--- src/rtl/i2c_reg_target.sv ---
// I2C target that exposes a small 16-bit register file: pointer byte, then
// big-endian words written or read with auto-incrementing pointer.
module i2c_reg_target #(
  parameter logic [6:0] TARGET_ADDR   = 7'h2A,
  parameter int         NUM_REGS_LOG2 = 3
) (
  input  logic                     clk_io,
  input  logic                     reset_io,
  input  logic                     scl_in,
  input  logic                     sda_in,
  output logic                     sda_oe,
  output logic                     reg_wr_en,
  output logic [NUM_REGS_LOG2-1:0] reg_addr,
  output logic [15:0]              reg_wr_data,
  input  logic [15:0]              reg_rd_data,
  output logic                     busy
);

  typedef enum logic [3:0] {
    IDLE, ADDR, ADDR_ACK, PTR, PTR_ACK, WR_HI, WR_LO, WR_ACK,
    RD_HI, RD_LO, RD_MACK, IGNORE
  } state_t;

  localparam logic [NUM_REGS_LOG2-1:0] ADDR_ONE = 1;

  // Pad synchronizers; not reset so they keep tracking the bus through reset.
  logic [1:0] scl_sync, sda_sync;
  logic       scl_p, sda_p;
  logic       scl_s, sda_s;

  always_ff @(posedge clk_io) begin
    scl_sync <= {scl_sync[0], scl_in};
    sda_sync <= {sda_sync[0], sda_in};
    scl_p    <= scl_sync[1];
    sda_p    <= sda_sync[1];
  end

  assign scl_s = scl_sync[1];
  assign sda_s = sda_sync[1];

  logic scl_rise, scl_fall, start_det, stop_det;
  assign scl_rise  = scl_s & ~scl_p;
  assign scl_fall  = ~scl_s & scl_p;
  assign start_det = scl_s & scl_p & sda_p & ~sda_s;
  assign stop_det  = scl_s & scl_p & ~sda_p & sda_s;

  state_t                     state, state_n;
  logic [3:0]                 bit_cnt, bit_cnt_n;
  logic [7:0]                 shreg, shreg_n;
  logic [15:0]                rd_sh, rd_sh_n;
  logic                       rw, rw_n;
  logic                       second, second_n;
  logic                       nack, nack_n;
  logic                       sda_oe_n, wr_en_n, busy_n;
  logic [NUM_REGS_LOG2-1:0]   addr_n;
  logic [15:0]                wr_data_n;

  always_ff @(posedge clk_io) begin
    if (reset_io) begin
      state       <= IDLE;
      bit_cnt     <= '0;
      shreg       <= '0;
      rd_sh       <= '0;
      rw          <= 1'b0;
      second      <= 1'b0;
      nack        <= 1'b0;
      sda_oe      <= 1'b0;
      reg_wr_en   <= 1'b0;
      reg_addr    <= '0;
      reg_wr_data <= '0;
      busy        <= 1'b0;
    end else begin
      state       <= state_n;
      bit_cnt     <= bit_cnt_n;
      shreg       <= shreg_n;
      rd_sh       <= rd_sh_n;
      rw          <= rw_n;
      second      <= second_n;
      nack        <= nack_n;
      sda_oe      <= sda_oe_n;
      reg_wr_en   <= wr_en_n;
      reg_addr    <= addr_n;
      reg_wr_data <= wr_data_n;
      busy        <= busy_n;
    end
  end

  // Write contract: reg_wr_en is a one-cycle strobe with no back-pressure;
  // reg_addr and reg_wr_data hold steady during it, and reg_addr advances
  // in the cycle after.
  always_comb begin
    state_n   = state;
    bit_cnt_n = bit_cnt;
    shreg_n   = shreg;
    rd_sh_n   = rd_sh;
    rw_n      = rw;
    second_n  = second;
    nack_n    = nack;
    sda_oe_n  = sda_oe;
    wr_en_n   = 1'b0;
    addr_n    = reg_wr_en ? reg_addr + ADDR_ONE : reg_addr;
    wr_data_n = reg_wr_data;
    busy_n    = busy;

    if (start_det) begin
      state_n   = ADDR;
      bit_cnt_n = '0;
      sda_oe_n  = 1'b0;
      busy_n    = 1'b0;
    end else if (stop_det) begin
      state_n   = IDLE;
      bit_cnt_n = '0;
      sda_oe_n  = 1'b0;
      busy_n    = 1'b0;
    end else begin
      case (state)
        ADDR, PTR, WR_HI, WR_LO: begin
          if (scl_rise && bit_cnt != 4'd8) begin
            shreg_n   = {shreg[6:0], sda_s};
            bit_cnt_n = bit_cnt + 4'd1;
          end else if (scl_fall && bit_cnt == 4'd8) begin
            bit_cnt_n = '0;
            sda_oe_n  = 1'b1;
            case (state)
              ADDR: begin
                if (shreg[7:1] == TARGET_ADDR) begin
                  state_n = ADDR_ACK;
                  busy_n  = 1'b1;
                  rw_n    = shreg[0];
                end else begin
                  state_n  = IGNORE;
                  sda_oe_n = 1'b0;
                end
              end
              PTR: begin
                state_n = PTR_ACK;
                addr_n  = shreg[NUM_REGS_LOG2-1:0];
              end
              WR_HI: begin
                state_n          = WR_ACK;
                wr_data_n[15:8]  = shreg;
                second_n         = 1'b0;
              end
              default: begin
                state_n          = WR_ACK;
                wr_data_n[7:0]   = shreg;
                second_n         = 1'b1;
              end
            endcase
          end
        end

        ADDR_ACK: begin
          if (scl_fall) begin
            if (rw) begin
              // First data bit goes out on the same edge the snapshot is taken.
              state_n  = RD_HI;
              rd_sh_n  = reg_rd_data;
              sda_oe_n = ~reg_rd_data[15];
            end else begin
              state_n  = PTR;
              sda_oe_n = 1'b0;
            end
          end
        end

        PTR_ACK: begin
          if (scl_fall) begin
            state_n  = WR_HI;
            sda_oe_n = 1'b0;
          end
        end

        WR_ACK: begin
          if (scl_rise && second) begin
            wr_en_n = 1'b1;
          end else if (scl_fall) begin
            sda_oe_n = 1'b0;
            state_n  = second ? WR_HI : WR_LO;
          end
        end

        RD_HI, RD_LO: begin
          if (scl_rise && bit_cnt != 4'd8) begin
            bit_cnt_n = bit_cnt + 4'd1;
          end else if (scl_fall) begin
            rd_sh_n = {rd_sh[14:0], 1'b0};
            if (bit_cnt == 4'd8) begin
              bit_cnt_n = '0;
              sda_oe_n  = 1'b0;
              state_n   = RD_MACK;
              second_n  = (state == RD_LO);
            end else begin
              sda_oe_n = ~rd_sh[14];
            end
          end
        end

        RD_MACK: begin
          if (scl_rise) begin
            nack_n = sda_s;
            // Advance early so the next snapshot sees the new register.
            if (!sda_s && second) addr_n = reg_addr + ADDR_ONE;
          end else if (scl_fall) begin
            if (nack) begin
              state_n = IGNORE;
            end else if (second) begin
              state_n  = RD_HI;
              rd_sh_n  = reg_rd_data;
              sda_oe_n = ~reg_rd_data[15];
            end else begin
              state_n  = RD_LO;
              sda_oe_n = ~rd_sh[15];
            end
          end
        end

        default: ;
      endcase
    end
  end

endmodule

--- config.mk ---
export PLATFORM = sky130hd
export DESIGN_NAME = i2c_reg_target
export DESIGN_NICKNAME = d
export VERILOG_FILES = /design/src/rtl/i2c_reg_target.sv
export SDC_FILE = /design/constraint.sdc
export NUM_CORES = 1
export LEC_CHECK = 0
export ABC_AREA = 1
export BUFFER_PORTS_ARGS = -buffer_cell sky130_fd_sc_hd__clkbuf_2
export CAP_MARGIN = 20
export CORE_UTILIZATION = 57
export CTS_CLUSTER_DIAMETER = 40
export DETAILED_ROUTE_END_ITERATION = 12
export PLACE_DENSITY = 0.91
export SYNTH_ARGS = -nofsm -noshare
export SYNTH_HDL_FRONTEND = slang
export SYNTH_SLANG_ARGS = --single-unit
--- constraint.sdc ---
create_clock -name clk_io -period 2.3 [get_ports clk_io]
set_clock_uncertainty 0.2 [all_clocks]
set_input_delay 0.345 -clock clk_io [delete_from_list [all_inputs] [get_ports clk_io]]
set_output_delay 0.345 -clock clk_io [all_outputs]
set_load 0.02 [all_outputs]
==> run metrics <==
outcome=complete, no violations; GP Congestion=1.06; power density cells=1080 mW/mm^2; CP dominant cell by count=nand2_1; critical path endpoint category=flop; Netlist cell types=29; largest net degree at the start of global routing=29; Worst-Skew Late Latency=350 ps; TritonRoute pass-1 iters=5; HPWL after detailed placement=5.35 mm; Worst-Margin Slew=635 ps; Critical Path Start Type=flop; Synth Register Bits=63; vias=3054; clk sink count=63; Post-CTS Setup Repair Bufs=0; Syn Area/Cell=6.65 um^2; via/cell ratio=5.27; CTS clk-pin slew, worst paths=70 ps; number of antenna violations at the first check in global routing=0; core area=0.00511 mm^2; Yosys warning total=0; ant diodes=0; Initial Util=59.4%; Hold Path Class=input port to flop; Fin. Hold Viols=0; Tmin final=2040 ps; P&R area growth vs syn=16.7%; # IOs=42; Synth async-reset ratio=0%; Crit Path Category=flop to flop; Max Slew Vio Count=0; routed wire length=7.40 mm; IR Drop Worst-Case VDD=0.00106 V; number of synthesized flops with an enable pin=0; power consumption=3840 uW; commonest non-fill, non-tap cell in the layout=nand2_1; H-tree depth=3; WL/cell=12.8 um; slowest CP cell=dfxtp_1; share of Yosys cell area claimed by the top area cell type=41.6%; Die Y=74.9 um; crit-path cells=inv_1, ha_1, nand2_1, nor2_2, nor2_1, nand2_1, nand3_1, nor2_2, nand2_4, inv_4, nand2_1, nand2_1, nor2_1; Cells after Synth=456; post-synthesis cell area=0.00303 mm^2; worst path arrival time=2070 ps; GRT Overall Usage=29.5%; root buffer cell=clkbuf_8; sequential share of the synthesized area=41.6%; drt first-iter violations=200; PortBufs=41; dominant cells by area after synthesis=dfxtp_1 (42%), nand2_1 (14%), o21ai_0 (8.3%); nets@finish=528; Num CTS Buffers=9; biggest area consumer among synthesized cells=dfxtp_1; fraction of layout cells with a size suffix above 1=15.7%; fmax=490 MHz; commonest non-fill, non-tap cells in the layout=nand2_1 (112), dfxtp_1 (63), inv_1 (59), nor2_1 (59), o21ai_0 (50); first-pass GRT wire length=12.3 mm; Final TNS setup=0 ps; Tcrit/Tclk final=88.7%; Max FO, Critical Path=17; vias in the first global route=2831; P_leak=0.00158 uW; Max-Cap Viols=0; synthesized net count=479; Routed Antenna Nets=0; row cnt=26; CTS max path bufs=2; delay of the slowest cell on the worst path=330 ps; RSZ-0062 raised after global routing=no; DR DRC count=0; full die area=0.00562 mm^2; Final Setup Violations=0; Die W=74.9 um; ys flop type=dfxtp_1; Worst EP required=2330 ps; CTS tree=done; Slew HR=57.6%; GRT overflow=0
layer usage:
metal	share of wire, %	vias to the layer above	global-route usage (%)
met5	0	-	0
met4	2.3	0	13.6
met3	7.4	14	9.10
met2	49	124	49.8
met1	42	1361	34.3
li1	-	1555	-
critical path, delay by kind of cell, from the launching register on:
| kind | cells | cell delay, ps |
|---|---|---|
| buffers and inverters | 2 | 260 |
| and+or+nand+nor | 10 | 990 |
| DFF | 1 | 330 |
| adders and majority gates | 1 | 150 |
synthesized netlist by cell type (2+ instances only):
cell	count
a21oi_2	2
nor3_1	4
o211ai_1	3
inv_2	4
ha_1	3
nand2_2	2
dfxtp_1	63
a211oi_1	2
inv_1	59
nor2_1	60
xnor2_1	2
nor3b_1	3
a21oi_1	44
nand2_1	112
nand3b_1	4
clkbuf_1	9
nor2_2	2
o21ai_0	50
a31oi_1	3
nand3_1	16
registers in the layout, summed over array words and instances, names as in the netlist:
register	cells
rd_sh	16
reg_wr_data	16
shreg	8
bit_cnt	4
state	4
reg_addr	3
scl_sync	2
sda_sync	2
busy	1
nack	1
reg_wr_en	1
rw	1
scl_p	1
sda_oe	1
sda_p	1
second	1
final cells by class:
class	count	area (um^2)
clock buffer	9	124
clock inverter	7	72.6
fill	456	1570
inverter	64	243
multi-input combinational	317	1470
sequential	63	1260
tap	70	87.6
timing repair buffer	50	278
final timing paths:
path / to / startpoint / cells after the start / slack [ps]
min reg2reg: sda_sync[1]$_DFF_P_ / sda_sync[0]$_DFF_P_ / 0 / 130
max reg2reg: rd_sh[0]$_SDFFE_PP0P_ / bit_cnt[0]$_SDFFE_PP0P_ / 13 / 260
min: rd_sh[0]$_SDFFE_PP0P_ / reg_rd_data[0] / 5 / 120
max: rd_sh[0]$_SDFFE_PP0P_ / bit_cnt[0]$_SDFFE_PP0P_ / 13 / 260
cell families (layout without fill, tap and decap cells):
logic type	Yosys count	count (layout)	synth area share, %
AO/OA/AOI/OAI	106	106	18.5
buffers and inverters	76	130	9.90
AND/OR/NAND/NOR	206	206	28.2
adder cells (fa/ha/maj)	3	3	1.24
XOR/XNOR	2	2	0.578
flip-flops	63	63	41.6
through the flow:
step | std cells | hold WS (ps) | utilization [%] | cell area (um^2) | setup slack (ps)
finish | 580 | 121 | 69.3 | 3540 | 259
CTS | 580 | 108 | 69.3 | 3540 | 179
global placement | 562 | 112 | 65.0 | 3320 | 307
detailed placement | 562 | 114 | 65.0 | 3320 | 199
floorplan | 456 | 110 | - | 3030 | 468
global route | 580 | 135 | 69.3 | 3540 | 32.1
timing repair:
| item | CTS | global route |
|---|---|---|
| hold buffers | 2 | 0 |
| gates resized for setup | 0 | 1 |
| hold endpoints to repair | 2 | 0 |
| setup endpoints to repair | 0 | 19 |
where the power goes:
part	switching [uW]	leakage (uW)	internal [uW]
clock network	455	0.0000956	501
registers	131	0.000512	1240
logic	1040	0.000971	468
(Power assumes the default switching activity.)
